### src/rtl/fetch_sequencer_if.sv
// Fetch-side bus bundle: instruction-memory request/acknowledge plus the
// fetched-word valid/ready stream towards decode.
interface fetch_sequencer_if #(
  parameter int N = 16
);
  logic         mem_req;
  logic [N-1:0] mem_addr;
  logic         mem_ack;
  logic [N-1:0] mem_rdata;
  logic [N-1:0] ir_out;
  logic         ir_valid;
  logic         ir_ready;

  modport master (
    output mem_req, mem_addr, ir_out, ir_valid,
    input  mem_ack, mem_rdata, ir_ready
  );

  modport slave (
    input  mem_req, mem_addr, ir_out, ir_valid,
    output mem_ack, mem_rdata, ir_ready
  );
endinterface

### src/rtl/fetch_sequencer.sv
// Instruction-fetch sequencer: drives the external PC register, runs the
// req/ack memory fetch, and squashes in-flight fetches on branch redirects.
module fetch_sequencer #(
  parameter int N   = 16,
  parameter int INC = 1
) (
  input  logic         C,
  input  logic         CLR,
  input  logic         en,
  input  logic [N-1:0] pc_q,
  output logic [N-1:0] pc_d,
  output logic         pc_ce,
  input  logic         br_taken,
  input  logic [N-1:0] br_target,
  fetch_sequencer_if.master bus,
  output logic [N-1:0] fetch_cnt
);

  localparam logic [1:0] IDLE  = 2'd0;
  localparam logic [1:0] FETCH = 2'd1;
  localparam logic [1:0] FLUSH = 2'd2;
  localparam logic [1:0] HOLD  = 2'd3;

  localparam logic [N-1:0] PC_STEP = N'(INC);
  localparam logic [N-1:0] CNT_ONE = N'(1);

  logic [1:0]   state_q,     state_d;
  logic [N-1:0] mem_addr_q,  mem_addr_d;
  logic [N-1:0] ir_out_q,    ir_out_d;
  logic         ir_valid_q,  ir_valid_d;
  logic [N-1:0] fetch_cnt_q, fetch_cnt_d;

  // PC register control is combinational so a redirect lands the same edge;
  // CLR forces it quiet because the PC register is being cleared anyway.
  always_comb begin
    pc_ce = 1'b0;
    pc_d  = pc_q;
    if (CLR) begin
      pc_d = '0;
    end else if (br_taken) begin
      pc_ce = 1'b1;
      pc_d  = br_target;
    end else if (state_q == FETCH && bus.mem_ack) begin
      pc_ce = 1'b1;
      pc_d  = pc_q + PC_STEP;
    end
  end

  // NOTE: every always_comb output gets a default first so no path can infer a latch.
  always_comb begin
    state_d     = state_q;
    mem_addr_d  = mem_addr_q;
    ir_out_d    = ir_out_q;
    ir_valid_d  = ir_valid_q;
    fetch_cnt_d = fetch_cnt_q;

    case (state_q)
      IDLE: begin
        if (!br_taken && en) begin
          state_d    = FETCH;
          mem_addr_d = pc_q;
        end
      end

      FETCH: begin
        if (br_taken) begin
          // An acked transfer frees the bus, so the target can go out at once;
          // otherwise the outstanding request must drain through FLUSH.
          if (bus.mem_ack) mem_addr_d = br_target;
          else             state_d    = FLUSH;
        end else if (bus.mem_ack) begin
          ir_out_d    = bus.mem_rdata;
          ir_valid_d  = 1'b1;
          fetch_cnt_d = fetch_cnt_q + CNT_ONE;
          state_d     = HOLD;
        end
      end

      FLUSH: begin
        if (bus.mem_ack) begin
          if (br_taken) begin
            state_d    = FETCH;
            mem_addr_d = br_target;
          end else if (en) begin
            state_d    = FETCH;
            mem_addr_d = pc_q;
          end else begin
            state_d    = IDLE;
          end
        end
      end

      HOLD: begin
        if (br_taken || bus.ir_ready) begin
          ir_valid_d = 1'b0;
          if (en) begin
            state_d    = FETCH;
            mem_addr_d = br_taken ? br_target : pc_q;
          end else begin
            state_d    = IDLE;
          end
        end
      end

      default: state_d = IDLE;
    endcase
  end

  // NOTE: sequential state uses non-blocking assignments so all flops update together.
  always_ff @(posedge C or posedge CLR) begin
    if (CLR) begin
      state_q     <= IDLE;
      mem_addr_q  <= '0;
      ir_out_q    <= '0;
      ir_valid_q  <= 1'b0;
      fetch_cnt_q <= '0;
    end else begin
      state_q     <= state_d;
      mem_addr_q  <= mem_addr_d;
      ir_out_q    <= ir_out_d;
      ir_valid_q  <= ir_valid_d;
      fetch_cnt_q <= fetch_cnt_d;
    end
  end

  assign bus.mem_req  = (state_q == FETCH) || (state_q == FLUSH);
  assign bus.mem_addr = mem_addr_q;
  assign bus.ir_out   = ir_out_q;
  assign bus.ir_valid = ir_valid_q;
  assign fetch_cnt    = fetch_cnt_q;

endmodule
### src/flat_wrapper.sv
// flat-port wrapper written by rule: the top's interface ports become plain ports
module fetch_sequencer_flat 
#(
  parameter int N   = 16,
  parameter int INC = 1
)
  (C, CLR, en, pc_q, pc_d, pc_ce, br_taken, br_target, fetch_cnt, bus_mem_req, bus_mem_addr, bus_ir_out, bus_ir_valid, bus_mem_ack, bus_mem_rdata, bus_ir_ready);
  fetch_sequencer_if #(.N(N)) bus_i ();
  input  logic C;
  input  logic CLR;
  input  logic en;
  input  logic [N-1:0] pc_q;
  output logic [N-1:0] pc_d;
  output logic pc_ce;
  input  logic br_taken;
  input  logic [N-1:0] br_target;
  output logic [N-1:0] fetch_cnt;
  output wire logic [$bits(bus_i.mem_req)-1:0] bus_mem_req;
  output wire logic [$bits(bus_i.mem_addr)-1:0] bus_mem_addr;
  output wire logic [$bits(bus_i.ir_out)-1:0] bus_ir_out;
  output wire logic [$bits(bus_i.ir_valid)-1:0] bus_ir_valid;
  input wire logic [$bits(bus_i.mem_ack)-1:0] bus_mem_ack;
  input wire logic [$bits(bus_i.mem_rdata)-1:0] bus_mem_rdata;
  input wire logic [$bits(bus_i.ir_ready)-1:0] bus_ir_ready;
  assign bus_mem_req = bus_i.mem_req;
  assign bus_mem_addr = bus_i.mem_addr;
  assign bus_ir_out = bus_i.ir_out;
  assign bus_ir_valid = bus_i.ir_valid;
  assign bus_i.mem_ack = bus_mem_ack;
  assign bus_i.mem_rdata = bus_mem_rdata;
  assign bus_i.ir_ready = bus_ir_ready;
  fetch_sequencer #(.N(N), .INC(INC)) u_core (.C(C), .CLR(CLR), .en(en), .pc_q(pc_q), .pc_d(pc_d), .pc_ce(pc_ce), .br_taken(br_taken), .br_target(br_target), .bus(bus_i), .fetch_cnt(fetch_cnt));
endmodule
### config.mk
export PLATFORM = sky130hd
export DESIGN_NAME = fetch_sequencer_flat
export DESIGN_NICKNAME = d
export VERILOG_FILES = /design/src/rtl/fetch_sequencer_if.sv /design/src/rtl/fetch_sequencer.sv /design/src/flat_wrapper.sv
export SDC_FILE = /design/constraint.sdc
export NUM_CORES = 1
export LEC_CHECK = 0
export ABC_AREA = 1
export BUFFER_PORTS_ARGS = -buffer_cell sky130_fd_sc_hd__buf_2
export CAP_MARGIN = 20
export CORE_ASPECT_RATIO = 0.75
export CORE_UTILIZATION = 25
export CTS_BUF_LIST = sky130_fd_sc_hd__clkbuf_2 sky130_fd_sc_hd__clkbuf_4 sky130_fd_sc_hd__clkbuf_8
export DETAILED_ROUTE_END_ITERATION = 8
export SYNTH_ARGS = -nofsm -noshare
export SYNTH_HDL_FRONTEND = slang
export SYNTH_SLANG_ARGS = --single-unit
### constraint.sdc
create_clock -name C -period 4.4 [get_ports C]
set_input_delay 0.88 -clock C [delete_from_list [all_inputs] [get_ports C]]
set_output_delay 0.88 -clock C [all_outputs]
set_load 0.01 [all_outputs]
==> results.yml <==
route:
  count_of_vias_placed_by_the_detailed_router: 3517
  detail_route.drc_violations: 6
  detail_route.vias_per_cell: 4.562
  drt_iter0_markers: 220
  detail_route.first_pass.iterations: 7
  detail_route.wirelength_um: 10590
  detail_route.wl_per_cell_um: 13.74
  post_detailed_route_count_of_antenna_violating_nets: 0
timing:
  clock.fmax_mhz: 315.7
  hold_slack_ns: 0.4871
  max_slew_margin_pct: 52.26
  slew_viol_final: 0
  post-route-period-util_pct: 71.99
  final_period_minus_worst_setup_slack_ns: 3.168
  clock_skew_ns: 0.01448
  timing.final.hold_violations: 0
  timing.final.ws_setup_ns: 1.232
  rsz_0062_raised_after_global_routing: "no"
  fin_setup_tns_ns: 0
  worst_margin_slew_ns: 0.7150
  finalSetupViolCount: 0
worst_setup_path:
  critical_path.n_buffers_inverters: 5
  worst_path_largest_cell_delay_ns: 0.42
  cp-startpoint: "u_core.state_q[1]"
  worst-path-max-fanout: 19
  critPathCaptureType: "primary output"
  crit_path_cell_trace: "inv_1 > ha_1 > buf_4 > nand2_4 > inv_6 > nand2_1 > nor2_1 > nand2_1 > nand2_1 > nand3_1 > nand2_1 > inv_1 > buf_2"
  critical_register_to_register_path_startpoint: "u_core.state_q[1]"
  crit_family: "simple AND/OR/NAND/NOR gates"
  critical_path_cell_with_the_highest_stage_delay: "sky130_fd_sc_hd__dfrtp_1"
  timing.setup.critical_path_class: "reg -> out"
  critical_path_depth: 13
  critPathLaunchType: "flip-flop"
  r2r_slack_ns: 2.28
  critical_path.reg2reg.endpoint: "u_core.fetch_cnt[12]"
  worstPathArrival_ns: 2.29
  crit_top_cell: "sky130_fd_sc_hd__nand2_1"
  rr_worst_depth: 10
  critPathRequiredTime_ns: 3.52
yosys:
  yosys.area.top_type: "sky130_fd_sc_hd__dfrtp_1"
  yosysWarnings: 0
  synth_sequential_area_ratio_pct: 36.35
  ys_seq_elements: 51
  synth_common_cells: "sky130_fd_sc_hd__nand2_1 (164), sky130_fd_sc_hd__dfrtp_1 (51), sky130_fd_sc_hd__inv_1 (40), sky130_fd_sc_hd__a21oi_1 (34), sky130_fd_sc_hd__o21ai_0 (26)"
  yosys.cell_count.top_type: "sky130_fd_sc_hd__nand2_1"
  synth.area.top_cells: "sky130_fd_sc_hd__dfrtp_1 (36%), sky130_fd_sc_hd__nand2_1 (18%), sky130_fd_sc_hd__a21oi_1 (4.8%), sky130_fd_sc_hd__inv_1 (4.3%), sky130_fd_sc_hd__o21ai_0 (3.7%)"
  synthesized_instance_count: 486
  syn_avg_cell_area_um2: 7.224
  syn-num-nets: 546
  synth-edff-count: 0
  post-synth-top-area-fraction_pct: 36.35
  synth.lib_cells_used.distinct: 42
  ys.flop_type: "sky130_fd_sc_hd__dfrtp_1"
  synth_area_mm2: 0.003511
  synthArstFlopShare_pct: 100.0
layout:
  layout-area-overhead-vs-synth_pct: 23.52
  final_core_util_pct: 31.65
  ratio_of_cells_with_drive_above_1_in_the_final_layout_pct: 27.52
  stdcell_area_mm2: 0.004337
  filler_cell_count: 1549
  finalNetCount: 655
  count_of_inserted_antenna_diode_cells: 0
  layoutNonFillerInstCount: 771
placed_design:
  post-dp-hpwl_um: 8073
  post-place-ws_ns: 1.352
  gp_congestion: 0.8749
  dp.cells: 763
  portBuffers: 120
  dpl-instance-area_mm2: 0.004238
pwr:
  post-layout-total-power_mw: 2.285
  pwr_density_cell_mw_per_mm2: 526.8
  irDropWorstVdd_v: 0.0001922
  power.leakage_nw: 2.343
floorplan:
  die_area_mm2: 0.01453
  rows: 37
  initial_utilization_pct: 25.62
  io-pin-count: 121
  dieWidth_um: 138.8
  core_area_mm2: 0.01370
  fp.dieH_um: 104.6
hold_path:
  hold_path_depth: 2
  worst_hold_path_type: "reg -> reg"
  timing.hold.worst.start: "u_core.bus.ir_out[13]"
  terminating_pin_of_the_worst_hold_path: "u_core.bus.ir_out[13]"
clocking:
  cts_hold_buf: 0
  max-clock-path-buffers: 2
  cts-root-buf: "sky130_fd_sc_hd__clkbuf_8"
  number_of_clock_buffers_inserted_by_tritoncts: 5
  cts_tree: "built"
  clk_transition_reported_paths_ns: 0.11
  clock_insertion_delay_worst_skew_ns: 0.31
  cts-resized-gates: 0
  clock-sinks: 51
  post-cts-setup-buffers: 0
  cts_h_tree_lvls: 2
grt:
  number_of_antenna_violations_at_the_first_check_in_global_routing: 0
  vias_in_the_first_global_route: 3223
  first_pass_grt_wire_length_um: 16970
  grtUsageTotal_pct: 14.60
  global_route.overflow_total: 0
  pin_count_of_the_biggest_net_entering_global_routing: 42
job:
  drv.max_cap_violation_count: 0
run_status:
  violations: "design-rule violations"
  status: "finished, violations left"
==> cells by family after synthesis <==
family	after synthesis	synth area share, %
AOI/OAI and AO/OA	92	15.93
xor gates and xnor gates	17	4.241
adders and majority gates	6	2.138
buffers and inverters	66	8.553
DFF	51	36.35
and+or+nand+nor	254	32.79
==> flip-flops by register name (all words and copies together), names as in the netlist <==
name / cells
u_core.fetch_cnt: 16
u_core.bus.mem_addr: 16
u_core.bus.ir_out: 16
u_core.state_q: 2
u_core.bus.ir_valid: 1
==> worst register-to-register path, delay by kind of cell, from the launching register on <==
family | cells | cell delay, ns
adder cells (fa/ha/maj) | 1 | 0.15
XOR/XNOR | 1 | 0.17
AND/OR/NAND/NOR | 4 | 0.56
flip-flops | 1 | 0.42
buffers and inverters | 4 | 0.74
==> report_power, final <==
part	internal, mW	leakage (nW)	switching (mW)
combinational	0.442	1.65	0.789
clock	0.129	0.0474	0.165
sequential	0.649	0.647	0.111
total	1.22	2.34	1.07
==> cell usage in the layout (no fill, tap or decap), drive strengths merged <==
master	Yosys	layout
o22ai	2	2
o211ai	14	14
buf	16	124
a22oi	9	9
inv	43	43
nand4	14	14
ha	6	6
o21ai	32	32
nand2	168	168
clkbuf	6	6
nand3	25	25
clkinvlp	0	1
a31oi	1	1
nor3	4	4
xor2	12	12
clkinv	1	2
dfrtp	51	51
a21oi	34	34
xnor2	5	5
or2	14	14
nor2	29	29
==> routing by layer <==
metal,wire length [um],vias up,track usage (%)
met2,4431,91,21.18
met1,5484,1610,22.05
met5,0,-,0
met3,609,6,2.887
li1,-,1810,-
met4,66,0,2.937
==> final cells by class <==
class	count	area, um^2	share of cell area [%]
tap	175	219.0	5.049
timing repair buffer	124	630.6	14.54
clock inverter	2	16.27	0.3751
sequential	51	1276	29.43
clock buffer	6	82.58	1.904
inverter	44	177.7	4.097
multi-input combinational	369	1934	44.60
==> how the worst max path moves through the flow <==
stage and end:
6_report pc_d[11], 3_3_place_gp pc_d[1], 5_1_grt pc_d[11], 3_5_place_dp pc_d[1], 4_1_cts pc_d[11], 2_1_floorplan pc_d[12]
Power figures use the tool's default switching activity.
